`src/rtl/mem_seq_ctrl_pkg.sv`:
```
// Shared definitions for the memory sequencer: state encodings and the reset instruction.
package mem_seq_ctrl_pkg;

   typedef enum logic [2:0] {
      ST_FETCH  = 3'd0,
      ST_DECODE = 3'd1,
      ST_DATA   = 3'd2,
      ST_COMMIT = 3'd3,
      ST_ERROR  = 3'd4
   } state_t;

   localparam logic [31:0] NOP_INST = 32'h0000_0013;

   function automatic logic is_req_state(input state_t s);
      return (s == ST_FETCH) || (s == ST_DATA);
   endfunction

endpackage

```
`src/rtl/mem_seq_ctrl_ack_watchdog.sv`:
```
// Ack watchdog: counts non-ack request cycles and flags the cycle in which the count
// would reach all-ones, so an ack in that same cycle still wins.
module ack_watchdog #(
   parameter int TMO_W = 8
) (
   input  logic clk,
   input  logic rst,
   input  logic i_clear,
   input  logic i_count_en,
   output logic o_timeout
);

   localparam logic [TMO_W-1:0] LAST_WAIT = {TMO_W{1'b1}} - TMO_W'(1);

   logic [TMO_W-1:0] r_count;

   always_ff @(posedge clk or posedge rst) begin
      if (rst) begin
         r_count <= '0;
      end else if (i_clear) begin
         r_count <= '0;
      end else if (i_count_en) begin
         r_count <= r_count + TMO_W'(1);
      end
   end

   assign o_timeout = i_count_en && (r_count == LAST_WAIT);

endmodule

```
`src/rtl/mem_seq_ctrl.sv`:
```
// Sequencer sharing one variable-latency single-port memory between instruction fetch and
// load/store; FETCH -> DECODE -> (DATA) -> COMMIT with a watchdog-driven sticky error.
module mem_seq_ctrl #(
   parameter int DATA_W = 32,
   parameter int ADDR_W = 32,
   parameter int TMO_W  = 8
) (
   input  logic              clk,
   input  logic              rst,
   input  logic [ADDR_W-1:0] pc_in,
   input  logic              d_req,
   input  logic              d_we,
   input  logic [ADDR_W-1:0] d_addr,
   input  logic [DATA_W-1:0] d_wdata,
   output logic [DATA_W-1:0] inst_out,
   output logic [DATA_W-1:0] ld_data,
   output logic              commit,
   output logic              mem_req,
   output logic              mem_we,
   output logic [ADDR_W-1:0] mem_addr,
   output logic [DATA_W-1:0] mem_wdata,
   input  logic              mem_ack,
   input  logic [DATA_W-1:0] mem_rdata,
   output logic              bus_err,
   output logic [31:0]       instret
);

   import mem_seq_ctrl_pkg::*;

   state_t            r_state;
   state_t            w_state_next;
   logic [DATA_W-1:0] r_inst;
   logic [DATA_W-1:0] r_ld;
   logic              r_err;
   logic [31:0]       r_instret;

   logic              w_in_req;
   logic              w_timeout;
   logic              w_req;
   logic              w_we;
   logic [ADDR_W-1:0] w_addr;
   logic              w_inst_load;
   logic              w_ld_load;
   logic              w_set_err;

   assign w_in_req = is_req_state(r_state);

   ack_watchdog #(
      .TMO_W (TMO_W)
   ) u_watchdog (
      .clk        (clk),
      .rst        (rst),
      .i_clear    (!w_in_req),
      .i_count_en (w_in_req && !mem_ack),
      .o_timeout  (w_timeout)
   );

   always_ff @(posedge clk or posedge rst) begin
      if (rst) begin
         r_state   <= ST_FETCH;
         r_inst    <= DATA_W'(NOP_INST);
         r_ld      <= '0;
         r_err     <= 1'b0;
         r_instret <= '0;
      end else begin
         r_state <= w_state_next;
         if (w_inst_load) begin
            r_inst <= mem_rdata;
         end
         if (w_ld_load) begin
            r_ld <= mem_rdata;
         end
         if (w_set_err) begin
            r_err <= 1'b1;
         end
         if (r_state == ST_COMMIT) begin
            r_instret <= r_instret + 32'd1;
         end
      end
   end

   always_comb begin
      w_state_next = r_state;
      w_req        = 1'b0;
      w_we         = 1'b0;
      w_addr       = pc_in;
      w_inst_load  = 1'b0;
      w_ld_load    = 1'b0;
      w_set_err    = 1'b0;
      case (r_state)
         ST_FETCH: begin
            w_req = 1'b1;
            if (mem_ack) begin
               w_inst_load  = 1'b1;
               w_state_next = ST_DECODE;
            end else if (w_timeout) begin
               w_set_err    = 1'b1;
               w_state_next = ST_ERROR;
            end
         end
         ST_DECODE: begin
            w_state_next = d_req ? ST_DATA : ST_COMMIT;
         end
         ST_DATA: begin
            w_req  = 1'b1;
            w_we   = d_we;
            w_addr = d_addr;
            if (mem_ack) begin
               w_ld_load    = !d_we;
               w_state_next = ST_COMMIT;
            end else if (w_timeout) begin
               w_set_err    = 1'b1;
               w_state_next = ST_ERROR;
            end
         end
         ST_COMMIT: begin
            w_state_next = ST_FETCH;
         end
         ST_ERROR: begin
            w_state_next = ST_ERROR;
         end
         default: begin
            w_state_next = ST_ERROR;
         end
      endcase
   end

   // Reset forces the state to FETCH, so gate the request directly to abandon the transaction.
   assign mem_req   = w_req && !rst;
   assign mem_we    = w_we && !rst;
   assign mem_addr  = w_addr;
   assign mem_wdata = d_wdata;

   assign inst_out = r_inst;
   assign ld_data  = r_ld;
   assign commit   = (r_state == ST_COMMIT);
   assign bus_err  = r_err;
   assign instret  = r_instret;

endmodule

```
`config.mk`:
```
export PLATFORM = sky130hd
export DESIGN_NAME = mem_seq_ctrl
export DESIGN_NICKNAME = d
export VERILOG_FILES = /design/src/rtl/mem_seq_ctrl_pkg.sv /design/src/rtl/mem_seq_ctrl_ack_watchdog.sv /design/src/rtl/mem_seq_ctrl.sv
export SDC_FILE = /design/constraint.sdc
export NUM_CORES = 1
export LEC_CHECK = 0
export BUFFER_PORTS_ARGS = -buffer_cell sky130_fd_sc_hd__buf_2
export CAP_MARGIN = 20
export CORE_MARGIN = 8
export CORE_UTILIZATION = 47
export CTS_CLUSTER_SIZE = 16
export DETAILED_ROUTE_END_ITERATION = 12
export GPL_TIMING_DRIVEN = 1
export PLACE_DENSITY = 0.87
export SLEW_MARGIN = 40
export SYNTH_ARGS = -nofsm -noshare
export SYNTH_HDL_FRONTEND = slang
export SYNTH_SLANG_ARGS = --single-unit
export TNS_END_PERCENT = 5
```
`constraint.sdc`:
```
create_clock -name clk -period 5.4 [get_ports clk]
set_clock_uncertainty 0.05 [all_clocks]
set_input_delay 0.54 -clock clk [delete_from_list [all_inputs] [get_ports clk]]
set_output_delay 0.54 -clock clk [all_outputs]
set_load 0.03 [all_outputs]
```
### Word level (Yosys, flattened, before mapping)

Index checks and enable logic that the tools add are counted.

| word-level totals | value |
|---|---|
| word-level logic and storage cells | 40 |
| memory bits (read-only) | 0 |
| RAM bits | 0 |
| output and inout port bits | 164 |
| bits of input ports | 133 |
| memories | 0 |
| bits in latches | 0 |
| register bits after elaboration | 108 |

| operators by class | value |
|---|---|
| muxes and demuxes | 17 |
| reductions and logical operators | 10 |
| divide/modulo/power cells | 0 |
| $mul | 0 |
| $add $sub $neg | 2 |
| shifts and indexed selects | 0 |
| equality and inequality tests | 5 |
| order comparisons | 0 |
| bitwise logic cells | 0 |

Operators by type and width:

| cell | number |
|---|---|
| $add 32x1->32 const B | 1 |
| $mux 32 | 1 |
| $mux 8 | 2 |
| $pmux 3 s4 | 1 |
| $mux 1 | 10 |
| $mux 3 | 3 |
| $add 8x1->8 const B | 1 |
| $eq 8x8->1 const B | 1 |
| $eq 3x2->1 const B | 2 |
| $logic_and 1x1->1 | 4 |
| $eq 3x1->1 const B | 1 |
| $logic_not 1->1 | 3 |
| $logic_not 3->1 | 1 |
| $ne 2x1->1 const B | 1 |
| $reduce_or 2->1 | 1 |
| $logic_or 1x1->1 | 1 |

### Longest topological paths before layout

Gate-level depths: netlist (run 1).

| logic depth | value |
|---|---|
| depth in word-level cells | 7 |
| gate-level depth with buffers | 6 |
| depth with buffers taken out | 6 |

### Modules after synthesis

A second synthesis (run 1) with hierarchy kept.

| second synthesis, totals | value |
|---|---|
| cells, all modules | 392 |
| area, all modules | 5159.9 um2 |

Modules (own cells, without submodules):

| module | sequential area each (um2) | area an instance (um2) | cells each | times used |
|---|---|---|---|---|
| mem_seq_ctrl | 2506.2 | 4740.8 | 350 | 1 |
| ack_watchdog | 200.2 | 419.2 | 42 | 1 |

### Worst setup path before layout (run 1)

No wires, ideal clock.

| path | value |
|---|---|
| kind | in2out |
| start | input port rst |
| end | output port mem_we |
| data required time | 4810 ps |
| path slack | 1411 ps |
| stages | 2 |
| data arrival time | 3399 ps |
| buffers on the path | 0 |
| cells stage by stage | inv_1 > and3_1 |

| between the ends | value |
|---|---|
| cells in the longest elaborated chain, start to end | 2 |

Ends and longest elaborated chain:

| what | RTL line | RTL |
|---|---|---|
| start, declared | mem_seq_ctrl.sv:9 | `input logic rst,` |
| $logic_not 1->1 | mem_seq_ctrl.sv:130 | `assign mem_we = w_we && !rst;` |
| $logic_and 1x1->1 | mem_seq_ctrl.sv:130 |  |
| end, declared | mem_seq_ctrl.sv:19 | `output logic mem_we,` |

Every way passes these cells.

### Worst setup path in the final report (run 1)

| path | value |
|---|---|
| start | register r_state[2] |
| end | output port mem_addr[14] |

| between the ends | value |
|---|---|
| cells in the longest elaborated chain, start to end | 2 |

Ends and longest elaborated chain:

| what | RTL line | RTL |
|---|---|---|
| start, declared | mem_seq_ctrl.sv:30 | `state_t r_state;` |
| start signal, assigned | mem_seq_ctrl.sv:66 | `r_state <= w_state_next;` |
| $eq 3x2->1 | mem_seq_ctrl.sv:90 | `case (r_state)` |
| $mux 32 | mem_seq_ctrl.sv:90 |  |
| end, declared | mem_seq_ctrl.sv:20 | `output logic [ADDR_W-1:0] mem_addr,` |

Every way passes these cells.

==> impl_table.tex, run 1 <==
\begin{tabular}{lr}
\hline
Metric & Value \\
\hline
\multicolumn{2}{l}{\textbf{Final layout}} \\
Combined area of the multi-input logic cells & 2033 um\^{}2 \\
Fraction of layout cells with a size suffix above 1 & 59.38\% \\
Post-synthesis to final-layout area growth & 24.96\% \\
NumNets Final & roughly 740 \\
FF/Latch Area & approximately 2700 um\^{}2 \\
Total inserted antenna cells & 0 \\
Layout filler cell count & slightly below 900 \\
Non-filler instance count after layout & between 700 and 800 \\
Utilization after layout & 59.15\% \\
\multicolumn{2}{l}{\textbf{Power and ir drop}} \\
Final Power & $\sim$3.4 mW \\
Worst IR drop on VDD & 0.3268 mV \\
Power per unit of standard cell area & $\sim$530 nW/um\^{}2 \\
Leakage power figure & 3.166 nW \\
\multicolumn{2}{l}{\textbf{Synthesis}} \\
Total of warnings raised by yosys & 0 \\
Number of unique standard cell types used by synthesis & 36 \\
Fraction of the yosys area taken by sequential cells & between 50\% and 60\% \\
Post-synthesis instance area & 5064 um\^{}2 \\
Largest family of logic cells by synthesized area & multiplexers \\
Gate count of the mapped netlist & 400 \\
Post-synthesis compound-gate area fraction & less than 1\% \\
Mux contribution to synthesized area & 21.35\% \\
Flops \& latches, synth & 108 \\
Average cell area after synthesis & between 10 and 15 um\^{}2 \\
Xor/xnor share of the synthesized area & under 10\% \\
Simple-gate share of the synthesized area & 10.95\% \\
Post-synthesis share of cell area spent on full adders, half adders and majority gates & less than 1\% \\
Synthesized netlist net count & around 540 \\
\multicolumn{2}{l}{\textbf{Clock tree}} \\
Max clock buf depth & 2 \\
Post-CTS resize count & 0 \\
Number of buffers added by the clock tree synthesis step & 9 \\
Clock H-tree levels & 3 \\
Number of setup buffers added after CTS & 0 \\
Clock latency at the later pin of the worst-skew pair & between 0.3 and 0.4 ns \\
Number of clock sinks & roughly 110 \\
Cts hold-fix bufs & 0 \\
TritonCTS clock tree & yes \\
Cell chosen for the clock root & sky130\_fd\_sc\_hd\_\_clkbuf\_8 \\
Clock-pin slew reported for the worst setup and hold paths after clock tree synthesis & around 0.10 ns \\
\multicolumn{2}{l}{\textbf{Detailed routing}} \\
Wire length reported by the detailed router & approximately 14000 um \\
Vias per cell & a little over 5 \\
Via count & 3880 \\
Starting DRT DRC Count & about 210 \\
Antenna-violating nets left & 0 \\
Pre-Repair DR Iteration Count & 4 \\
DRC violations left & 0 \\
Post-DR wirelength/cell & between 15 and 20 um \\
\multicolumn{2}{l}{\textbf{Global route}} \\
First-pass GRT wire length & 22660 um \\
Via count of the first global-routing pass & slightly above 4000 \\
All-Layer GR Usage & about a fifth \\
Number of antenna violations at the first check in global routing & 0 \\
Largest net degree at the start of global routing & 60 \\
Total global routing overflow & 0 \\
\multicolumn{2}{l}{\textbf{Setup path}} \\
Worst-path fanout max & 34 \\
Launching point of the worst reg2reg path & r\_state[2]\$\_DFF\_PP0\_ \\
Launch point of the critical path & r\_state[2]\$\_DFF\_PP0\_ \\
Crit path required time & $\sim$4.8 ns \\
Category of the worst setup path capture point & output pin \\
Startpoint Class & flop \\
Data arrival at the endpoint of the critical path & 2.32 ns \\
Path depth of the worst reg2reg path & 6 \\
Critical path start-end classification & flop to output pin \\
\multicolumn{2}{l}{\textbf{Floorplan}} \\
Die Wd & approximately 120 um \\
Area of the core & 10700 um\^{}2 \\
Count of standard-cell rows & 38 \\
Overall die area & roughly 14000 um\^{}2 \\
Starting density of the core & between 40\% and 50\% \\
Die H & around 120 um \\
I/O pins & around 300 \\
\multicolumn{2}{l}{\textbf{Placed design}} \\
PortBufs & 232 \\
Placed Cells incl. Taps & approximately 730 \\
Final HPWL from detailed placement & around 12000 um \\
Routability-driven placement congestion ratio & $\sim$0.98 \\
\multicolumn{2}{l}{\textbf{Status}} \\
Run status & completed \\
\multicolumn{2}{l}{\textbf{Timing}} \\
Max Transition Viols Final & 0 \\
Unrepaired setup endpoints after global routing & false \\
Hold Slack & 0.2376 ns \\
Maximum clock rate & about 0.34 GHz \\
Number of setup violations in the final report & 0 \\
Post-layout minimum cycle time & 2.905 ns \\
Final critical-path share of the clock period & between 50\% and 60\% \\
Worst slew margin & between 50\% and 60\% \\
Hold Vio Cnt, Final & 0 \\
Slew of the pin with the lowest slew margin & $\sim$0.70 ns \\
Fin Setup TNS & 0 ns \\
\multicolumn{2}{l}{\textbf{Job}} \\
Max\_cap viols & 0 \\
\multicolumn{2}{l}{\textbf{Hold path}} \\
Hold WC Path Type & input pin to async pin \\
\hline
\end{tabular}
critical path: stages, from the launching register on:
cell                      delay, ns
sky130_fd_sc_hd__dfrtp_1       0.43
sky130_fd_sc_hd__or2_1         0.42
sky130_fd_sc_hd__nor2_2        0.14
sky130_fd_sc_hd__buf_4         0.38
sky130_fd_sc_hd__mux2_2        0.40
sky130_fd_sc_hd__buf_2         0.18
report_power, final:
part / switching, mW / leakage [nW] / internal, mW / total, mW
Sequential: 0.161 / 1.36 / 1.09 / 1.25
Combinational: 1.07 / 1.72 / 0.581 / 1.65
Clock: 0.278 / 0.0928 / 0.184 / 0.462
Total: 1.51 / 3.17 / 1.86 / 3.36
Yosys cell counts (all sizes together):
cell | count | share of area (%)
a21oi | 4 | 0.40
a2bb2oi | 1 | 0.17
and2 | 1 | 0.12
and3 | 4 | 0.49
and4 | 3 | 0.52
buf | 43 | 5.8
clkbuf | 1 | 0.074
dfrtp | 105 | 52
dfstp | 3 | 1.6
ha | 3 | 0.74
inv | 9 | 0.67
mux2 | 96 | 21
nand2 | 16 | 1.2
nand3 | 15 | 1.5
nand3b | 2 | 0.30
nand4 | 15 | 2.0
nand4bb | 1 | 0.22
nor2 | 16 | 1.2
nor2b | 2 | 0.25
nor3 | 8 | 0.79
nor3b | 1 | 0.25
nor4 | 4 | 0.86
nor4b | 1 | 0.17
o21ai | 2 | 0.20
or2 | 4 | 0.49
or3 | 3 | 0.37
or4 | 1 | 0.22
xnor2 | 24 | 4.2
xor2 | 12 | 2.1
cells in the final DEF (no fill, tap or decap), types with 2 or more instances in the layout:
cell	netlist	routed
sky130_fd_sc_hd__a21oi_1	4	4
sky130_fd_sc_hd__and3_1	4	4
sky130_fd_sc_hd__and4_1	3	3
sky130_fd_sc_hd__buf_2	9	232
sky130_fd_sc_hd__buf_4	32	4
sky130_fd_sc_hd__clkbuf_8	0	10
sky130_fd_sc_hd__clkinv_4	0	3
sky130_fd_sc_hd__dfrtp_1	105	105
sky130_fd_sc_hd__dfstp_2	3	3
sky130_fd_sc_hd__ha_1	3	3
sky130_fd_sc_hd__inv_1	9	8
sky130_fd_sc_hd__mux2_2	95	95
sky130_fd_sc_hd__nand2_1	16	16
sky130_fd_sc_hd__nand3_1	15	15
sky130_fd_sc_hd__nand3b_1	2	2
sky130_fd_sc_hd__nand4_1	14	14
sky130_fd_sc_hd__nor2_1	15	15
sky130_fd_sc_hd__nor2b_1	2	2
sky130_fd_sc_hd__nor3_1	8	8
sky130_fd_sc_hd__nor4_2	3	3
sky130_fd_sc_hd__o21ai_0	2	2
sky130_fd_sc_hd__or2_2	3	3
sky130_fd_sc_hd__or3_1	3	3
sky130_fd_sc_hd__xnor2_1	24	24
sky130_fd_sc_hd__xor2_1	12	12
state kept, by name, indices dropped and copies added, names as in the netlist:
name                flops
ld_data                32
u_watchdog.r_count      8
r_state                 3
bus_err                 1
inst_out               32
instret                32
through the flow:
step	area, um^2	setup slack [ns]
after floorplan	5064	1.411
after global placement	6142	2.959
after detailed placement	6142	2.914
after CTS	6327	2.491
after global routing	6327	2.365
final	6327	2.495
kinds of logic (layout without fill, tap and decap cells):
kind of cell	count (synthesis)	after routing
xor gates and xnor gates	36	36
adders and majority gates	3	3
and+or+nand+nor	97	97
DFF	108	108
muxes	96	96
buffers and inverters	53	261
AOI/OAI and AO/OA	7	7
final cells by class:
type | count | share of cell area (%)
inverter | 9 | 0.5735
tap | 140 | 2.768
clock buffer | 10 | 2.175
multi-input combinational | 239 | 32.13
sequential | 108 | 42.77
clock inverter | 6 | 0.7514
timing repair buffer | 236 | 18.83
metal layers:
| layer | up-vias | global-route usage [%] | wire [um] | part of all wire, % |
|---|---|---|---|---|
| li1 | 1768 | - | - | - |
| met1 | 1927 | 25.36 | 6251 | 43 |
| met2 | 163 | 30.25 | 6680 | 46 |
| met3 | 22 | 7.797 | 1347 | 9.3 |
| met4 | 0 | 4.996 | 187 | 1.3 |
| met5 | - | 0 | 0 | 0 |
path summary, 6_finish.rpt:
| path | to | slack (ns) |
|---|---|---|
| max in group asynchronous | inst_out[17]$_DFFE_PP0P_ | 3.97 |
| min in group clk | ld_data[28]$_DFFE_PP0P_ | 0.35 |
| hold / removal | bus_err$_DFFE_PP0P_ | 0.24 |
| hold reg to reg | bus_err$_DFFE_PP0P_ | 0.44 |
| setup / recovery | mem_addr[14] | 2.49 |
| setup reg to reg | ld_data[28]$_DFFE_PP0P_ | 3.10 |
No activity file was read; power rests on OpenSTA's default activity.
==> run 2, diff against run 1 <==
--- a/config.mk
+++ b/config.mk
@@ -8,11 +8,11 @@
 export BUFFER_PORTS_ARGS = -buffer_cell sky130_fd_sc_hd__buf_2
 export CAP_MARGIN = 20
 export CORE_MARGIN = 8
-export CORE_UTILIZATION = 47
+export CORE_UTILIZATION = 44
 export CTS_CLUSTER_SIZE = 16
 export DETAILED_ROUTE_END_ITERATION = 12
 export GPL_TIMING_DRIVEN = 1
-export PLACE_DENSITY = 0.87
+export PLACE_DENSITY = 0.83
 export SLEW_MARGIN = 40
 export SYNTH_ARGS = -nofsm -noshare
 export SYNTH_HDL_FRONTEND = slang
==> constraint.sdc (replaced) <==
create_clock -name clk -period 3 [get_ports clk]
set_clock_uncertainty 0.05 [all_clocks]
set_input_delay 0.3 -clock clk [delete_from_list [all_inputs] [get_ports clk]]
set_output_delay 0.3 -clock clk [all_outputs]
set_load 0.03 [all_outputs]
==> run 2 against run 1 <==
Effect of this change: final cell count rose by 0.40%; hold slack got worse by 0.16 ns; design area rose by 1.7%; routed wire length rose by 2.8%; register-to-register slack got worse by 2.4 ns; power rose by 88%; first-iteration DRC count rose by 25%; sequential share of layout area fell by 0.70 points; worst setup slack got worse by 2.1 ns; critical endpoint is now mem_addr[20].
==> impl_table.tex, run 2 (synthesized netlist as in run 1, its figures left out) <==
\begin{tabular}{lr}
\hline
Metric & Value \\
\hline
\multicolumn{2}{l}{\textbf{Status}} \\
Run status & completed \\
\multicolumn{2}{l}{\textbf{Clock tree}} \\
Number of buffers added by the clock tree synthesis step & 9 (unchanged) \\
Cell chosen for the clock root & sky130\_fd\_sc\_hd\_\_clkbuf\_16 \\
TritonCTS clock tree & yes \\
Number of setup buffers added after CTS & 0 (unchanged) \\
Clock-pin slew reported for the worst setup and hold paths after clock tree synthesis & 0.07 ns (-0.03 ns) \\
Clock H-tree levels & 3 (unchanged) \\
Clock latency at the later pin of the worst-skew pair & 0.34 ns (-0.02 ns) \\
Post-CTS resize count & 0 (unchanged) \\
Cts hold-fix bufs & 0 (unchanged) \\
Number of clock sinks & 108 (unchanged) \\
Max clock buf depth & 2 (unchanged) \\
\multicolumn{2}{l}{\textbf{Final layout}} \\
Final standard cell area without fillers & 6432 um\^{}2 (+1.7\%) \\
Layout filler cell count & 919 (+5.3\%) \\
NumNets Final & 739 (unchanged) \\
Total inserted antenna cells & 0 (unchanged) \\
Post-synthesis to final-layout area growth & 27.03\% \\
Fraction of layout cells with a size suffix above 1 & 59.05\% (-0.33 points) \\
Commonest cells after routing, fill and taps aside & sky130\_fd\_sc\_hd\_\_buf\_2, sky130\_fd\_sc\_hd\_\_dfrtp\_1, sky130\_fd\_sc\_hd\_\_mux2\_2, sky130\_fd\_sc\_hd\_\_xnor2\_1, sky130\_fd\_sc\_hd\_\_nand2\_1 \\
Leading cell type in the layout, fill and taps excluded & sky130\_fd\_sc\_hd\_\_buf\_2 \\
Non-filler instance count after layout & 751 (+0.40\%) \\
\multicolumn{2}{l}{\textbf{Setup path}} \\
Ordered cell list for the critical path & or2\_1 > nor2\_2 > buf\_4 > mux2\_2 > buf\_2 \\
Worst-path fanout max & 34 (unchanged) \\
Path depth of the worst reg2reg path & 6 (unchanged) \\
Launching point of the worst reg2reg path & r\_state[2]\$\_DFF\_PP0\_ \\
Data arrival at the endpoint of the critical path & 2.25 ns (-0.07 ns) \\
Crit path required time & 2.65 ns (-2.16 ns) \\
Critical path start-end classification & flop to output pin \\
Launch point of the critical path & r\_state[2]\$\_DFF\_PP0\_ \\
Category of the worst setup path capture point & output pin \\
Startpoint Class & flop \\
Cell with the largest stage delay on the worst path & sky130\_fd\_sc\_hd\_\_dfrtp\_1 \\
Crit path largest cell delay & 0.41 ns (-0.02 ns) \\
\multicolumn{2}{l}{\textbf{Power and ir drop}} \\
Power per unit of standard cell area & 983.1 nW/um\^{}2 (+85\%) \\
Worst IR drop on VDD & 0.6734 mV (+110\%) \\
Leakage power figure & 3.206 nW (+1.3\%) \\
\multicolumn{2}{l}{\textbf{Detailed routing}} \\
Routed length on met2 & 6881 um (+3.0\%) \\
Post-DR wirelength/cell & 19.80 um (+2.4\%) \\
Met1 wire length & 6183 um (-1.1\%) \\
Uppermost signal routing layer after detailed routing & met4 \\
Via count & 3912 (+0.82\%) \\
Antenna-violating nets left & 0 (unchanged) \\
Sum of met3 wire segment lengths after detailed routing & 1665 um (+24\%) \\
Starting DRT DRC Count & 264 (+25\%) \\
DRC violations left & 0 (unchanged) \\
Pre-Repair DR Iteration Count & 4 (unchanged) \\
Vias per cell & 5.209 (+0.42\%) \\
Wire length reported by the detailed router & 14870 um (+2.8\%) \\
\multicolumn{2}{l}{\textbf{Placed design}} \\
Routability-driven placement congestion ratio & 1.147 (+17\%) \\
Placed Cells incl. Taps & 735 (+0.41\%) \\
Instance area after placement & 6160 um\^{}2 (+0.29\%) \\
Worst setup slack before clock tree synthesis & 0.6903 ns (-2.224 ns) \\
PortBufs & 232 (unchanged) \\
Final HPWL from detailed placement & 11740 um (+0.35\%) \\
\multicolumn{2}{l}{\textbf{Floorplan}} \\
Area of the core & 11320 um\^{}2 (+5.8\%) \\
Count of standard-cell rows & 39 (+2.6\%) \\
Die H & 123.3 um (+2.9\%) \\
I/O pins & 297 (unchanged) \\
Overall die area & 15200 um\^{}2 (+5.9\%) \\
Starting density of the core & 44.73\% (-2.6 points) \\
Die Wd & 123.3 um (+2.9\%) \\
\multicolumn{2}{l}{\textbf{Timing}} \\
Hold Slack & 0.08166 ns (-0.1559 ns) \\
Maximum clock rate & between 0.3 and 0.4 GHz \\
Setup slack after layout & 0.3972 ns (-2.097 ns) \\
Slew of the pin with the lowest slew margin & 0.7128 ns (+0.01632 ns) \\
Worst slew margin & 52.12\% (-1.5 points) \\
Number of setup violations in the final report & 0 (unchanged) \\
Final critical-path share of the clock period & $\sim$87\% \\
Post-layout minimum cycle time & 2.603 ns \\
Unrepaired setup endpoints after global routing & false \\
Max Transition Viols Final & 0 (unchanged) \\
Hold Vio Cnt, Final & 0 (unchanged) \\
Fin Setup TNS & 0 ns (unchanged) \\
\multicolumn{2}{l}{\textbf{Global route}} \\
First-pass GRT wire length & 22600 um (-0.27\%) \\
Via count of the first global-routing pass & 4007 (-2.7\%) \\
Number of antenna violations at the first check in global routing & 0 (unchanged) \\
Largest net degree at the start of global routing & 109 (+82\%) \\
Total global routing overflow & 0 (unchanged) \\
All-Layer GR Usage & 19.17\% (-0.47 points) \\
\multicolumn{2}{l}{\textbf{Hold path}} \\
Hold WC Path Type & input pin to async pin \\
\multicolumn{2}{l}{\textbf{Job}} \\
Max\_cap viols & 0 (unchanged) \\
\hline
\end{tabular}
-- run 2: final cells by class --
cell class	instances	area [um^2]	area share [%]
inverter	9	37.54	0.5835
clock buffer	12	246.5	3.832
timing repair buffer	236	1204	18.71
sequential	108	2706	42.07
tap	143	178.9	2.782
multi-input combinational	239	2033	31.61
clock inverter	4	26.28	0.4085
-- run 2: worst max-delay path, delay by kind of cell, from the launching register on --
family        cells  cell delay [ns]
simple gates      2             0.54
mux               1             0.40
flops             1             0.41
buf+inv           2             0.56
-- run 2: power by group --
part | total [mW] | leakage (nW) | switching [mW] | internal (mW)
sequential | 2.26 | 1.36 | 0.287 | 1.97
clock | 1.09 | 0.133 | 0.501 | 0.585
combinational | 2.98 | 1.72 | 1.94 | 1.05
-- run 2: worst paths after layout --
path / slack [ns] / end
min reg2reg: 0.43 / bus_err$_DFFE_PP0P_
max in group asynchronous: 2.36 / ld_data[16]$_DFFE_PP0P_
max reg2reg: 0.70 / ld_data[28]$_DFFE_PP0P_
max: 0.40 / mem_addr[20]
min in group clk: 0.15 / ld_data[28]$_DFFE_PP0P_
min: 0.08 / u_watchdog.r_count[1]$_DFFE_PP0P_
-- run 2: metrics by stage --
step           power (mW)  utilization (%)
6_report            6.324            56.82
5_1_grt             6.639            56.82
4_1_cts             6.398            56.82
3_5_place_dp        5.288            54.41
3_3_place_gp        5.194            54.41
2_1_floorplan       4.441                -
-- run 2: metal layers --
metal / vias up / GRT usage [%]
met5: - / 0
met4: 0 / 4.515
met3: 18 / 7.671
met2: 188 / 29.23
met1: 1936 / 25.11
li1: 1770 / -
